File: src/rtl/traffic_phase_fsm.sv
`default_nettype none
// ============================================================================
//  Module   : traffic_phase_fsm
//  Purpose  : Multi-approach traffic phase sequencer. It latches demand per
//             phase, skips idle approaches, rests in main green when nothing
//             else is pending, and serves pedestrian walk after main yellow.
//             Optional all-red clearance (TRAFFIC_ALL_RED_CLEAR_EN) inserts
//             ALL_RED with the CLR interval after every yellow.
//  Revision : 1.0  initial release
// ============================================================================
module traffic_phase_fsm #(
   parameter int NUM_PHASES = 2
) (
   input  logic                  clk,
   input  logic                  sys_reset,
   input  logic                  prg_sync_in,
   input  logic [NUM_PHASES-1:0] sensor_sync_in,
   input  logic                  walkRegister_status,
   input  logic                  expired,
   output logic                  start_timer,
   output logic [1:0]            interval_address,
   output logic                  walkRegister_reset,
   output logic [3*NUM_PHASES:0] light_signals,
   output logic [2:0]            current_phase
);

   localparam int LW = 3*NUM_PHASES+1;

   localparam logic [1:0] ADDR_BASE = 2'b00;
   localparam logic [1:0] ADDR_EXT  = 2'b01;
   localparam logic [1:0] ADDR_YEL  = 2'b10;
`ifdef TRAFFIC_ALL_RED_CLEAR_EN
   localparam logic [1:0] ADDR_CLR  = 2'b11;
`endif

   // Phase 0 never carries latched demand; this mask drops it from "pending".
   localparam logic [NUM_PHASES-1:0] NON_MAIN = {{(NUM_PHASES-1){1'b1}}, 1'b0};

`ifdef TRAFFIC_ALL_RED_CLEAR_EN
   typedef enum logic [2:0] {
      GREEN_START = 3'd0,
      GREEN_EXT   = 3'd1,
      YELLOW      = 3'd2,
      ALL_RED     = 3'd3,
      WALK        = 3'd4
   } state_t;
`else
   typedef enum logic [2:0] {
      GREEN_START = 3'd0,
      GREEN_EXT   = 3'd1,
      YELLOW      = 3'd2,
      WALK        = 3'd4
   } state_t;
`endif

   state_t                state_q, state_d;
   logic [2:0]            phase_q, phase_d;
   logic [1:0]            addr_q, addr_d;
   logic                  start_q;
   logic                  wrst_q, wrst_d;
   logic [NUM_PHASES-1:0] dem_q, dem_d;
   logic [LW-1:0]         lights_q, lights_d;

   logic                  w_pending;
   logic                  w_cur_sensor;
   logic [NUM_PHASES-1:0] w_green;
   logic [2:0]            w_target;
   logic                  w_resolve;
   logic                  w_advance;

   // Lamp pattern for a given state and served phase: served phase G or Y,
   // everyone else red; WALK lamp only in the WALK state.
   function automatic logic [LW-1:0] decode_lights(state_t st, logic [2:0] ph);
      logic [LW-1:0] l;
      l = '0;
      for (int k = 0; k < NUM_PHASES; k++) begin
         if (ph == 3'(k) && (st == GREEN_START || st == GREEN_EXT))
            l[3*k+1 +: 3] = 3'b001;
         else if (ph == 3'(k) && st == YELLOW)
            l[3*k+1 +: 3] = 3'b010;
         else
            l[3*k+1 +: 3] = 3'b100;
      end
      l[0] = (st == WALK);
      return l;
   endfunction

   assign w_pending = |((dem_q | sensor_sync_in) & NON_MAIN);

   // Sensor of the served phase and which phase is currently showing green.
   always_comb begin
      w_cur_sensor = 1'b0;
      w_green      = '0;
      for (int k = 0; k < NUM_PHASES; k++) begin
         if (phase_q == 3'(k)) begin
            w_cur_sensor = sensor_sync_in[k];
            w_green[k]   = (state_q == GREEN_START) || (state_q == GREEN_EXT);
         end
      end
   end

   // Lowest demanded phase above the current one; wraps to main road if none.
   always_comb begin
      w_target = 3'd0;
      for (int j = NUM_PHASES-1; j >= 1; j--) begin
         if (3'(j) > phase_q && (dem_q[j] || sensor_sync_in[j]))
            w_target = 3'(j);
      end
   end

   // Next-state decision; only an expiry moves the sequencer.
   always_comb begin
      state_d   = state_q;
      phase_d   = phase_q;
      addr_d    = addr_q;
      wrst_d    = 1'b0;
      w_resolve = 1'b0;
      w_advance = 1'b0;
      if (expired) begin
         case (state_q)
            GREEN_START: begin
               if (phase_q == 3'd0 && !w_pending && !walkRegister_status) begin
                  addr_d = ADDR_BASE;
               end else if (w_cur_sensor) begin
                  state_d = GREEN_EXT;
                  addr_d  = ADDR_EXT;
               end else begin
                  state_d = YELLOW;
                  addr_d  = ADDR_YEL;
               end
            end
            GREEN_EXT: begin
               state_d = YELLOW;
               addr_d  = ADDR_YEL;
            end
            YELLOW: begin
`ifdef TRAFFIC_ALL_RED_CLEAR_EN
               state_d = ALL_RED;
               addr_d  = ADDR_CLR;
`else
               w_resolve = 1'b1;
`endif
            end
`ifdef TRAFFIC_ALL_RED_CLEAR_EN
            ALL_RED: begin
               w_resolve = 1'b1;
            end
`endif
            WALK: begin
               wrst_d    = 1'b1;
               w_advance = 1'b1;
            end
            default: begin
               state_d = GREEN_START;
               phase_d = 3'd0;
               addr_d  = ADDR_BASE;
            end
         endcase

         // Walk is only served on the way out of main road.
         if (w_resolve) begin
            if (phase_q == 3'd0 && walkRegister_status) begin
               state_d = WALK;
               addr_d  = ADDR_EXT;
            end else begin
               w_advance = 1'b1;
            end
         end

         if (w_advance) begin
            state_d = GREEN_START;
            phase_d = w_target;
            addr_d  = ADDR_BASE;
         end
      end
   end

   // Demand latch: remember sensors of non-green phases, forget on entering green.
   always_comb begin
      dem_d = dem_q | (sensor_sync_in & ~w_green & NON_MAIN);
      if (expired && state_d == GREEN_START) begin
         for (int k = 0; k < NUM_PHASES; k++) begin
            if (phase_d == 3'(k))
               dem_d[k] = 1'b0;
         end
      end
   end

   assign lights_d = decode_lights(state_d, phase_d);

   // All state and outputs; reprogram acts exactly like reset and beats expiry.
   always_ff @(posedge clk) begin
      if (sys_reset || prg_sync_in) begin
         state_q  <= GREEN_START;
         phase_q  <= 3'd0;
         addr_q   <= ADDR_BASE;
         start_q  <= 1'b1;
         wrst_q   <= 1'b0;
         dem_q    <= '0;
         lights_q <= decode_lights(GREEN_START, 3'd0);
      end else begin
         state_q  <= state_d;
         phase_q  <= phase_d;
         addr_q   <= addr_d;
         start_q  <= expired;
         wrst_q   <= wrst_d;
         dem_q    <= dem_d;
         lights_q <= lights_d;
      end
   end

   assign start_timer        = start_q;
   assign interval_address   = addr_q;
   assign walkRegister_reset = wrst_q;
   assign light_signals      = lights_q;
   assign current_phase      = phase_q;

endmodule
`default_nettype wire

File: config.mk
export PLATFORM = sky130hd
export DESIGN_NAME = traffic_phase_fsm
export DESIGN_NICKNAME = d
export VERILOG_FILES = /design/src/rtl/traffic_phase_fsm.sv
export SDC_FILE = /design/constraint.sdc
export NUM_CORES = 1
export LEC_CHECK = 0
export ABC_AREA = 1
export CORE_MARGIN = 1.5
export CORE_UTILIZATION = 45
export CTS_BUF_LIST = sky130_fd_sc_hd__clkbuf_4 sky130_fd_sc_hd__clkbuf_8
export DETAILED_ROUTE_END_ITERATION = 16
export PLACE_DENSITY = 0.72
export SLEW_MARGIN = 20
export SYNTH_ARGS = -nofsm -noshare
export SYNTH_HDL_FRONTEND = slang
export SYNTH_SLANG_ARGS = --single-unit
export TNS_END_PERCENT = 5
File: constraint.sdc
create_clock -name clk -period 4.3 [get_ports clk]
set_input_delay 1.29 -clock clk [delete_from_list [all_inputs] [get_ports clk]]
set_output_delay 1.29 -clock clk [all_outputs]
set_load 0.02 [all_outputs]
==> flow_metrics.tcl <==
set metrics [dict create \
    rsz_0062_raised_after_global_routing "no" \
    worst_r2r_startpoint "current_phase[1]$_SDFF_PP0_" \
    wirelength_mm 1.66 \
    crit_path_max_fanout 8 \
    endpoint "light_signals[6]$_SDFF_PP1_" \
    dieHeight_um 47.0 \
    tritoncts.num_buffers 3 \
    ys_types 26 \
    area_growth_pct 30.3 \
    crit_arrival_ps 2820 \
    place_area_um2 1100 \
    antenna_cells_inserted 0 \
    grt_start_max_net_pins 15 \
    worstSetupPathType "input port to flip-flop" \
    drt_first_pass_iters 4 \
    die_w_um 47.0 \
    root_buffer "sky130_fd_sc_hd__clkbuf_4" \
    port_buffers 20 \
    finalSetupViolCount 0 \
    num_io_pins 21 \
    route.detailed.drc 0 \
    synth-compound-area-share_pct 11.1 \
    design_area_um2 1130 \
    maximum_count_of_clock_buffers_along_a_single_path 2 \
    clkLatencyLatePin_ps 290 \
    drtAntennaViolNets 0 \
    synth_simple_gate_area_share_pct 38.5 \
    power_density_nw_per_um2 292 \
    synthXorXnorAreaFrac_pct 0 \
    timing.final.crit_period_ps 2640 \
    synth.yosys.warnings 0 \
    postCtsSetupRepairBufs 0 \
    cts_sinks 18 \
    status "finished clean" \
    timing.slew.headroom_pct 67.1 \
    groute.usage.overall_pct 18.3 \
    initial_utilization_pct 49.4 \
    max_ir_drop_vdd_v 0.000225 \
    synthesis.instances 115 \
    most-common-layout-cells "sky130_fd_sc_hd__nand2_1, sky130_fd_sc_hd__clkdlybuf4s50_1, sky130_fd_sc_hd__dfxtp_1" \
    synth.mux.area_fraction_pct 0 \
    grt_pass1_vias 690 \
    layout-drive-gt1-share_pct 25.4 \
    synth-seq-area-share_pct 41.4 \
    leakage_power_nw 0.481 \
    gp_congestion 0.837 \
    vias_per_cell 4.63 \
    ys_seq_elements 18 \
    core.rowCount 15 \
    hold_path_class "flip-flop to flip-flop" \
    worstRegToRegCells 10 \
    layout_commonest_cell "sky130_fd_sc_hd__nand2_1" \
    grt_overflow 0 \
    fin_tns_setup_ps 0 \
    grt_antenna_before_repair 0 \
    critical_path.startpoint "expired" \
    fmax_mhz 379 \
    grt_first_pass_wirelength_mm 2.86 \
    critPathLaunchType "input port" \
    reg_to_reg_end "light_signals[6]$_SDFF_PP1_" \
    post_drt_wl_per_cell_um 10.2 \
    dp.final_hpwl_mm 1.30 \
    nNetsFinal 146 \
    period_share_pct 61.4 \
    cts_hold_buffers_added 0 \
    synth_top_family_by_area "simple AND/OR/NAND/NOR gates" \
    max_cap_violations 0 \
    fp.dieArea_um2 2210 \
    timing_hold_violations_final 0 \
    hold_slack_ps 476 \
    tritoncts_clock_tree "yes" \
    synth.net_count 122 \
    end_kind "flip-flop" \
    worstPathRequired_ps 4480 \
    slew_viol_final 0 \
    core_area_um2 1760 \
    max_slew.worst_pin.slew_ps 493 \
    detail_route.iter0.violations 28 \
    dr_total_vias 755 \
    synth.cell_area_um2 871 \
    ctsResizeCount 0 \
    synth_adder_area_share_pct 0 \
    h-tree-depth 1 \
    clkSlewWorstSetupHoldPaths_ps 100 \
    rrSetupSlack_ps 2710 \
    fin_skew_ps 8.20 \
    synthesized_area_divided_by_synthesized_cell_count_um2 7.57 \
]
cells in the mapped netlist:
library cell	number	share of area, %
sky130_fd_sc_hd__nor2_2	6	4.3
sky130_fd_sc_hd__and2_4	1	1.0
sky130_fd_sc_hd__nand2_1	21	9.1
sky130_fd_sc_hd__a21oi_4	1	1.9
sky130_fd_sc_hd__nand3_2	3	3.4
sky130_fd_sc_hd__nand3b_1	1	0.86
sky130_fd_sc_hd__nand4_1	1	0.72
sky130_fd_sc_hd__o21ai_0	2	1.1
sky130_fd_sc_hd__a31o_2	1	1.0
sky130_fd_sc_hd__nor3b_2	1	1.4
sky130_fd_sc_hd__o21ai_2	1	1.0
sky130_fd_sc_hd__dfxtp_1	18	41
sky130_fd_sc_hd__nor3_1	1	0.57
sky130_fd_sc_hd__nor3_2	1	1.1
sky130_fd_sc_hd__a21oi_1	6	3.4
sky130_fd_sc_hd__inv_1	13	5.6
sky130_fd_sc_hd__buf_1	1	0.43
sky130_fd_sc_hd__o311ai_0	1	1.0
sky130_fd_sc_hd__nor2_4	2	2.6
sky130_fd_sc_hd__o21ai_1	1	0.57
sky130_fd_sc_hd__a21oi_2	1	1.0
sky130_fd_sc_hd__nor2_1	14	6.0
sky130_fd_sc_hd__inv_2	7	3.0
sky130_fd_sc_hd__nor4_2	1	1.4
sky130_fd_sc_hd__nand2_2	5	3.6
sky130_fd_sc_hd__nand3_1	4	2.3
metal layers:
metal	wire length (µm)	share of wire, %	vias to the layer above	GRT usage [%]
met5	0	0	-	0
met4	11	0.66	0	6.67
met3	53	3.2	2	4.62
met2	769	46	13	27.1
met1	828	50	330	25.9
li1	-	-	410	-
sequential cells by signal, summed over array words and instances (netlist names):
name	count
state_q	3
walkRegister_reset	1
dem_q	1
light_signals	7
current_phase	3
interval_address	2
start_timer	1
how the worst min path moves through the flow:
| stage | startpoint | end | slack (ps) | cells after the start |
|---|---|---|---|---|
| floorplan | dem_q[1]$_SDFF_PP0_ | dem_q[1]$_SDFF_PP0_ | 500 | 2 |
| global placement | interval_address[0]$_SDFFE_PP0P_ | interval_address[0]$_SDFFE_PP0P_ | 470 | 2 |
| detailed placement | interval_address[1]$_SDFFE_PP0P_ | interval_address[1]$_SDFFE_PP0P_ | 460 | 2 |
| CTS | interval_address[1]$_SDFFE_PP0P_ | interval_address[1]$_SDFFE_PP0P_ | 480 | 2 |
| global route | interval_address[0]$_SDFFE_PP0P_ | interval_address[0]$_SDFFE_PP0P_ | 500 | 2 |
| finish | interval_address[1]$_SDFFE_PP0P_ | interval_address[1]$_SDFFE_PP0P_ | 480 | 2 |
worst max-delay path, stage by stage:
cell and delay [ps]:
sky130_fd_sc_hd__clkdlybuf4s50_1 590, sky130_fd_sc_hd__inv_1 220, sky130_fd_sc_hd__nor2_1 140, sky130_fd_sc_hd__nand3b_1 130, sky130_fd_sc_hd__nand2_1 150, sky130_fd_sc_hd__nand3_2 110
sky130_fd_sc_hd__nor2_1 100, sky130_fd_sc_hd__o21ai_1 80
kinds of logic after synthesis:
group	Yosys count
and+or+nand+nor	62
buffers and inverters	21
DFF	18
AOI/OAI and AO/OA	14
power by group:
part	switching [mW]	internal, mW
combinational	0.0320	0.0225
sequential	0.00227	0.171
clock	0.0521	0.0515
stage by stage:
step / std cells / setup WS, ps / total power [mW] / util (%)
6_report: 163 / 1660 / 0.331 / 64.3
5_1_grt: 163 / 1520 / 0.348 / 64.3
4_1_cts: 163 / 1670 / 0.334 / 64.3
3_5_place_dp: 159 / 1380 / 0.231 / 62.3
3_3_place_gp: 159 / 1380 / 0.231 / 62.3
2_1_floorplan: 115 / 2020 / 0.214 / -
final cells by class:
type	instances	area, µm²
Inverter	20	75.1
Fill cell	162	629
Multi-Input combinational cell	76	432
Tap cell	25	31.3
Timing Repair Buffer	20	200
Clock buffer	4	36.3
Sequential cell	18	360
Power figures use the tool's default switching activity.
